===== src/rtl/module_demultiplexer_2_output_8_bit_seq.sv =====
// ---------------------------------------------------------------------------
// module_demultiplexer_2_output_8_bit_seq
//
// Purpose:
//   Collects a pair of time-multiplexed bytes arriving on in_data. The
//   address=0 byte is registered onto out_0 and the address=1 byte onto
//   out_1. A complete pair is presented with out_valid and held until the
//   consumer acknowledges it with out_ack. A byte that arrives out of order
//   raises a one-cycle seq_error pulse. pair_count counts acknowledged
//   pairs and wraps modulo 256.
//
// Handshakes:
//   Input side : a byte is taken on a rising edge where in_valid=1 and
//                in_ready=1. in_ready depends only on the current state.
//                While in_ready=0, in_valid, address and in_data are ignored.
//   Output side: out_valid=1 means out_0/out_1 hold a complete pair. The pair
//                is retired on a rising edge where out_valid=1 and out_ack=1.
//                When out_valid=0, out_ack is ignored.
//
// Ports:
//   clock       in   rising-edge clock
//   reset_n     in   asynchronous active-low reset
//   in_valid    in   in_data/address offered this cycle
//   address     in   destination select (0 -> out_0, 1 -> out_1)
//   in_data     in   DATA_WIDTH byte
//   in_ready    out  block can accept a byte this cycle (combinational)
//   out_0       out  registered byte for destination 0
//   out_1       out  registered byte for destination 1
//   out_valid   out  complete pair held on out_0/out_1
//   out_ack     in   consumer has taken the pair
//   seq_error   out  one-cycle pulse on an out-of-order byte
//   pair_count  out  pairs acknowledged since reset (wraps)
// ---------------------------------------------------------------------------
module module_demultiplexer_2_output_8_bit_seq #(
  parameter int DATA_WIDTH = 8
) (
  input  logic                  clock,
  input  logic                  reset_n,
  input  logic                  in_valid,
  input  logic                  address,
  input  logic [DATA_WIDTH-1:0] in_data,
  output logic                  in_ready,
  output logic [DATA_WIDTH-1:0] out_0,
  output logic [DATA_WIDTH-1:0] out_1,
  output logic                  out_valid,
  input  logic                  out_ack,
  output logic                  seq_error,
  output logic [7:0]            pair_count
);

  localparam logic [1:0] S_WAIT_0 = 2'd0;
  localparam logic [1:0] S_WAIT_1 = 2'd1;
  localparam logic [1:0] S_FULL   = 2'd2;

  logic [1:0]            r_state;
  logic [1:0]            w_next_state;
  logic [DATA_WIDTH-1:0] r_out_0;
  logic [DATA_WIDTH-1:0] r_out_1;
  logic                  r_out_valid;
  logic                  r_seq_error;
  logic [7:0]            r_pair_count;

  logic                  w_accept;
  logic                  w_load_0;
  logic                  w_load_1;
  logic                  w_seq_err;
  logic                  w_retire;

  // Ready in both collecting states; the unused encoding also counts as
  // "not full" so a corrupted state can still drain back to WAIT_0.
  assign in_ready = (r_state != S_FULL);
  assign w_accept = in_valid && in_ready;
  assign w_retire = (r_state == S_FULL) && out_ack;

  always_comb begin
    w_next_state = r_state;
    w_load_0     = 1'b0;
    w_load_1     = 1'b0;
    w_seq_err    = 1'b0;
    case (r_state)
      S_WAIT_0: begin
        if (w_accept) begin
          if (!address) begin
            w_load_0     = 1'b1;
            w_next_state = S_WAIT_1;
          end else begin
            // Second half of a pair with no first half: drop it.
            w_seq_err = 1'b1;
          end
        end
      end
      S_WAIT_1: begin
        if (w_accept) begin
          if (address) begin
            w_load_1     = 1'b1;
            w_next_state = S_FULL;
          end else begin
            // A new first half restarts the pair.
            w_load_0  = 1'b1;
            w_seq_err = 1'b1;
          end
        end
      end
      S_FULL: begin
        if (w_retire) begin
          w_next_state = S_WAIT_0;
        end
      end
      default: begin
        w_next_state = S_WAIT_0;
      end
    endcase
  end

  always_ff @(posedge clock or negedge reset_n) begin
    if (!reset_n) begin
      r_state      <= S_WAIT_0;
      r_out_0      <= '0;
      r_out_1      <= '0;
      r_out_valid  <= 1'b0;
      r_seq_error  <= 1'b0;
      r_pair_count <= 8'd0;
    end else begin
      r_state     <= w_next_state;
      // out_valid is registered alongside the state so it mirrors FULL.
      r_out_valid <= (w_next_state == S_FULL);
      r_seq_error <= w_seq_err;
      if (w_load_0) begin
        r_out_0 <= in_data;
      end
      if (w_load_1) begin
        r_out_1 <= in_data;
      end
      if (w_retire) begin
        r_pair_count <= r_pair_count + 8'd1;
      end
    end
  end

  assign out_0      = r_out_0;
  assign out_1      = r_out_1;
  assign out_valid  = r_out_valid;
  assign seq_error  = r_seq_error;
  assign pair_count = r_pair_count;

endmodule


===== config.mk =====
export PLATFORM = sky130hd
export DESIGN_NAME = module_demultiplexer_2_output_8_bit_seq
export DESIGN_NICKNAME = d
export VERILOG_FILES = /design/src/rtl/module_demultiplexer_2_output_8_bit_seq.sv
export SDC_FILE = /design/constraint.sdc
export NUM_CORES = 1
export LEC_CHECK = 0
export ABC_AREA = 1
export CAP_MARGIN = 20
export CORE_ASPECT_RATIO = 1.1
export CORE_MARGIN = 2
export CORE_UTILIZATION = 30
export CTS_CLUSTER_DIAMETER = 200
export DETAILED_ROUTE_END_ITERATION = 10
export DONT_BUFFER_PORTS = 1
export GPL_TIMING_DRIVEN = 0
export PLACE_DENSITY = 0.44
export SLEW_MARGIN = 10
export SYNTH_ARGS = -nofsm -noshare
export SYNTH_HDL_FRONTEND = slang
export SYNTH_SLANG_ARGS = --single-unit

===== constraint.sdc =====
create_clock -name clock -period 1.65 [get_ports clock]
set_input_delay 0.33 -clock clock [delete_from_list [all_inputs] [get_ports clock]]
set_output_delay 0.33 -clock clock [all_outputs]
set_load 0.02 [all_outputs]

After elaboration in Yosys (flattened, before gate mapping):

Cells that the tools add are included.

* register bits after elaboration: 28

* add/subtract/negate cells: 1
* reduce and logical (&&, ||, !) cells: 4
* muxes and demuxes: 13
* equal/unequal tests: 4

Operators with widths (number)
* $mux 2: 5
* $add 8x1->8 const B: 1
* $mux 1: 6
* $pmux 2 s3: 1
* $eq 2x2->1 const B: 2
* $eq 2x1->1 const B: 1
* $logic_and 1x1->1: 2
* $logic_not 2->1: 1
* $ne 2x2->1 const B: 1
* $pmux 1 s2: 1
* $reduce_or 2->1: 1

Logic depth before layout (Yosys ltp):

* depth in word-level cells: 5
* depth in mapped cells: 7

Worst setup path before layout:

OpenSTA, ideal clock, no wires.

* path kind: register to register
* start: register r_pair_count[1], in the netlist pair_count[1]
* end: register r_pair_count[4], in the netlist pair_count[4]
* buffers on the path: 0
* library setup time: 0.065 ns
* setup slack: 0.470 ns
* stages on the path, launching flop included: 7
* data required time: 1.585 ns
* arrival: 1.115 ns
* period minus slack after synthesis: 1.180 ns
* cells stage by stage: dfrtp_1 -> ha_1 -> inv_1 -> nor2_1 -> xor2_1 -> nand2_1 -> nand2_1

* cells in the longest elaborated chain, start to end: 1

RTL lines
* start, declared: line 61 `logic [7:0] r_pair_count;`
* start signal, assigned: line 135 `r_pair_count <= r_pair_count + 8'd1;`
* $add 8x1->8: line 135

No other way between the ends.
A chain may end at the register's enable or synchronous reset.

Worst setup path after layout:

* start: register r_state[0]
* end: output in_ready

* cells in the longest elaborated chain, start to end: 1

RTL lines
* start, declared: line 55 `logic [1:0] r_state;`
* start signal, assigned: line 124 `r_state <= w_next_state;`
* $ne 2x2->1: line 71 `assign in_ready = (r_state != S_FULL);`
* end, declared: line 42 `output logic in_ready,`

No other way between the ends.

==> out/metrics.cfg <==
[outcome]
run_status=finished clean

[drt]
detailedRoute.firstIterationViolations=28
wire_per_inst_um=13.9
postRouteWirelength_um=2640
dr_total_vias=866
drc=0
ant_nets=0
viasPerCell=4.56
firstDrtPassIters=4

[synth]
synth_edf_count=0
asyncSetResetFlopFracSynth=1.00
synth.most_common_cell=nand2_1
yosysSeqAreaShare=0.550
yosysWarningCount=0
ys_seq_elements=28
synth.cell_area_um2=1270
ys_types=15
netlist.top_cell.by_area=dfrtp_1
synth_top_cells_by_area=dfrtp_1, nand2_1, o21ai_2
synth_top_cell_area_share=0.550
post_synthesis_net_count=146
synth_top_flop_cell=dfrtp_1
syn_inst=132
synthTopCellsByCount=nand2_1, dfrtp_1, inv_1
syn_avg_cell_area_um2=9.65

[timing]
tightestPinTransition_ns=0.392
final_setup_violations=0
final_count_of_pins_violating_max_slew=0
post-route-worst-setup-slack_ns=0.308
worst_clock_skew_ns=0.00379
timing.fmax_mhz=745
final.period_utilization=0.813
max-slew-margin-rel=0.739
setup_repair_after_global_routing_missed_its_margin=no
finalCriticalPeriod_ns=1.34
fin_worst_hold_slack_ns=0.140
fin_tns_setup_ns=0
hold_viol_final=0

[pwr]
design_power_total_mw=1.83
cellInternalPower_mw=1.15
worst_ir_drop_vdd_mv=0.445
p_seq_frac=0.614
clock_power_share=0.231
power.switching_fraction=0.371
power_density_nw_per_um2=1290
netSwitchingPower_mw=0.681
power_leakage_nw=0.718
combPwrFrac=0.155

[layout]
fill_cell_count=423
syn2layout_area_growth_pct=11.8
fin_nets=153
finish.utilization=0.354
post_layout_nonfiller_instances=190
final_cell_area_um2=1420
antennaDiodeCount=0
layout-drive-gt1-share=0.203

[place]
input_output_buffers=0
detailedPlace.worstSlack_ns=0.382
dpl-instance-area_um2=1340
numPlacedInstances=184
detailed_place_hpwl_um=1890
gp_routability_congestion=0.680

[worst_setup_path]
crit_chain=inv_1 -> nand2_1
critPathRequiredTime_ns=1.32
critical_path_buf_inv_count=1
critPathTopFamily=flip-flops
critical_path.max_fanout=3
rr_startpoint=pair_count[1]$_DFFE_PN0P_
critical_path.max_stage_delay_ns=0.41
rr_endpoint=pair_count[4]$_DFFE_PN0P_
reg2regPathDepth=6
reg2reg_slack_ns=0.35
worstSetupStartpointType=register
highest_delay_cell_along_the_critical_path=dfrtp_1
criticalPathCategory=register to primary output
critical_path_arrival_ns=1.01
cp-end-kind=primary output

[grt]
overflow=0
grt_pass1_vias=901
grt_first_pass_wirelength_um=4550
grt_antenna_before_repair=0
largest_net_degree_at_the_start_of_global_routing=29
grt_use_total=0.126

[clocking]
clock-root-buffer=clkbuf_8
htree_levels=1
tritoncts=done
clkTransAtPathRegs_ns=0.09
maximum_clock_insertion_buffer_count=2
cts_setup_buffers=0
clkLatencyLatePin_ns=0.27
cts.sinks=28
tritoncts.num_buffers=3

[min_path]
min_delay_path_depth=1
hold_start=in_valid
hp_class=input port to register
hold_end=r_state[0]$_DFF_PN0_

[die]
floorplan.die.width_um=66.1
core-area_um2=4020
io-pin-count=40
initial_utilization=0.317
vertical_die_dimension_um=72.3
rows=24
die_area_um2=4780

[flow_run]
cap_viol_max_count=0

[placed cells by master (no fill, tap or decap)]
master / instances
xor2_1: 4
o21ai_0: 3
o21ai_2: 16
nand2_1: 43
buf_6: 2
inv_1: 18
clkbuf_8: 4
nand3_4: 1
nor2_4: 2
ha_1: 1
dlygate4sd3_1: 1
nand3_1: 4
buf_12: 1
dfrtp_1: 28
nor2_1: 6
nand2_4: 2
nand4_1: 1
o31ai_1: 1
[routing by layer]
metal,routed length (um),vias to the layer above,global-route usage,part of all wire
met4,44,0,0.0522,0.017
met3,198,5,0.0419,0.075
li1,-,421,-,-
met5,0,-,0,0
met1,1090,413,0.156,0.41
met2,1310,27,0.202,0.50
[logic make-up after synthesis]
kind of cell / count (synthesis) / synth area share
buffers and inverters: 20 / 0.0707
DFF: 28 / 0.550
adders and majority gates: 1 / 0.00982
xor gates and xnor gates: 4 / 0.0275
AOI/OAI and AO/OA: 20 / 0.128
and+or+nand+nor: 59 / 0.214
[sequential cells by signal, indices dropped and copies added, names as in the netlist]
name	cells
out_1	8
seq_error	1
out_valid	1
out_0	8
r_state	2
pair_count	8
[power groups by stage]
stage / Sequential [mW] / Combinational (mW) / Clock (mW)
finish: 1.13 / 0.284 / 0.424
global route: 1.16 / 0.336 / 0.475
CTS: 1.13 / 0.292 / 0.440
detailed placement: 1.14 / 0.270 / 0
global placement: 1.14 / 0.258 / 0
floorplan: 1.10 / 0.232 / 0
[repair_timing]
item                                   CTS  global route
setup endpoints to repair                0             0
hold buffers                             2             0
endpoints found under the hold margin   28             0
resized for setup                        0             0
[how the worst max path moves through the flow]
stage	endpoint	from	slack, ns	cells past startpoint
after global routing	pair_count[4]$_DFFE_PN0P_	pair_count[1]$_DFFE_PN0P_	0.20	6
final	in_ready	r_state[0]$_DFF_PN0_	0.31	2
after detailed placement	pair_count[4]$_DFFE_PN0P_	pair_count[1]$_DFFE_PN0P_	0.38	6
after floorplan	pair_count[4]$_DFFE_PN0P_	pair_count[1]$_DFFE_PN0P_	0.47	6
after CTS	in_ready	r_state[0]$_DFF_PN0_	0.30	2
after global placement	pair_count[4]$_DFFE_PN0P_	pair_count[1]$_DFFE_PN0P_	0.38	6
[cell type report]
cell class,count,area [um2],share of cell area
clock buffers,4,55.1,0.0387
flip-flops and latches,28,701,0.492
repair buffers,2,30.0,0.0211
well taps,52,65.1,0.0457
inverters,18,67.6,0.0475
multi-input cells,84,483,0.339
plain buffers,2,22.5,0.0158
Note: power is estimated with default switching activity, not from simulation.
==> edit (same settings) <==
Reset style: synchronous (`reset_n`), changed in one clocked block. Comments in the files are not updated.
--- a/src/rtl/module_demultiplexer_2_output_8_bit_seq.sv
+++ b/src/rtl/module_demultiplexer_2_output_8_bit_seq.sv
@@ -114,3 +114,3 @@
 
-  always_ff @(posedge clock or negedge reset_n) begin
+  always_ff @(posedge clock) begin
     if (!reset_n) begin
Function: differs if reset_n is asserted again (counterexample within 4 cycles, from zero or initial values and one cycle with reset_n low); with reset_n held inactive, the same outputs for 10 cycles.
==> edit against the original RTL <==
Final area decreased by 7.4%; global-route usage increased by 0.060 points; core utilization increased by 0.14 points; routed wire length increased by 2.6%; sequential cell count unchanged; area after synthesis decreased by 7.0%; final cell count increased by 3.2%; hold slack improved by 42 ps; worst setup slack got worse by 27 ps; die area decreased by 6.6%; critical endpoint is now pair_count[4]; largest cell class unchanged.
Power is not compared: it rests on default switching activity, and its combinational part moved more than twofold at a synthesized area within 25%.
==> edit: results (changes against the original RTL) <==
STATUS='finished clean'
GRT_USE_TOTAL_PCT=12.7  # +0.060 points
ROUTE.DETAILED.WL_PER_INST_UM=13.8  # -0.56%
FIN_NETS=161  # +5.2%
FILLCELLCOUNT=376  # -11%
DPL-INSTANCE-AREA_UM2=1250  # -6.8%
DRIVE_GT1_SHARE_PCT=10.3  # -10 points
CTS-HTREE-LEVELS=1  # unchanged
WORST_PATH_MAX_DELAY_CELL='dfxtp_1'
RELSLEWSLACK_PCT=69.1  # -4.8 points
WORST_PATH_LARGEST_CELL_DELAY_PS=520  # +110 ps
FIRST_GLOBAL_VIAS=910  # +1.0%
FIRST_ITER_VIOLATIONS=24  # -14%
ROUTED-VIA-COUNT=933  # +7.7%
RR_STARTPOINT='pair_count[0]'
PLACE.DETAILED.HPWL_UM=2070  # +9.4%
GRT_PASS1_WL_UM=4390  # -3.5%
CRIT_START='pair_count[0]'
CRITPATHARRIVALTIME_PS=1550  # +540 ps
SYNTH_FP_NETS=156  # +6.8%
WORST-PATH-MAX-FANOUT=4  # +1
ASYNC_RESET_FF_SHARE_PCT=0  # -100 points
WORST_CLOCK_SKEW_PS=1.47  # -2.33 ps
HOLD_PATH.STARTPOINT='reset_n'
YS_TYPES=22  # +7
SYNTH.YOSYS.SEQ_AREA_SHARE_PCT=47.3  # -7.7 points
GRT_MAX_DEGREE=17  # -41%
==> edit: worst reg2reg max path, cell delays in order, from the launching register on <==
cell and delay [ps]:
dfxtp_1 520, ha_1 230, nand4_1 140, nor2_1 210
nand2_1 70, nand2_1 60, nor2_1 40
==> edit: area by class of cell <==
cell class	instances	share of cell area [%]
Clock buffer	3	3.13
Buffer	5	2.56
Inverter	20	6.74
Tap cell	50	4.74
Clock inverter	1	2.28
Multi-Input combinational cell	89	38.0
Sequential cell	28	42.5
==> edit: path summary, 6_finish.rpt <==
check	endpoint	slack [ps]	cells after the start
worst min register to register	out_1[2]	550	2
worst min-delay path	pair_count[1]	180	2
worst max register to register	pair_count[4]	280	6
worst max-delay path	pair_count[4]	280	6
==> edit: stage by stage <==
stage,util (%),worst slack [ps],hold WS (ps),std cells
CTS,35.5,270,177,196
global route,35.5,169,194,196
finish,35.5,281,182,196
floorplan,-,429,468,142
detailed placement,33.6,289,479,192
global placement,33.6,316,475,192
==> edit: routing by layer <==
layer / routed length (um) / global-route usage (%)
met5: 0 / 0
met4: 24 / 5.07
met3: 239 / 4.99
met2: 1330 / 20.4
met1: 1120 / 15.1
==> edit: cells by family after synthesis <==
family / count (synthesis) / synth area share, %
buf+inv: 25 / 10.3
flops: 28 / 47.3
compound gates: 35 / 16.4
simple gates: 51 / 23.4
xor+xnor: 2 / 1.48
fa+ha+maj: 1 / 1.06
==> edit: power by group through the flow <==
stage | Clock (W) | Sequential, W | Combinational [W]
after floorplan | 0 | 0.000753 | 0.0000735
after global placement | 0 | 0.000758 | 0.0000877
after detailed placement | 0 | 0.000758 | 0.0000890
after CTS | 0.000561 | 0.000742 | 0.0000899
after global routing | 0.000585 | 0.000745 | 0.000101
final | 0.000541 | 0.000742 | 0.0000886
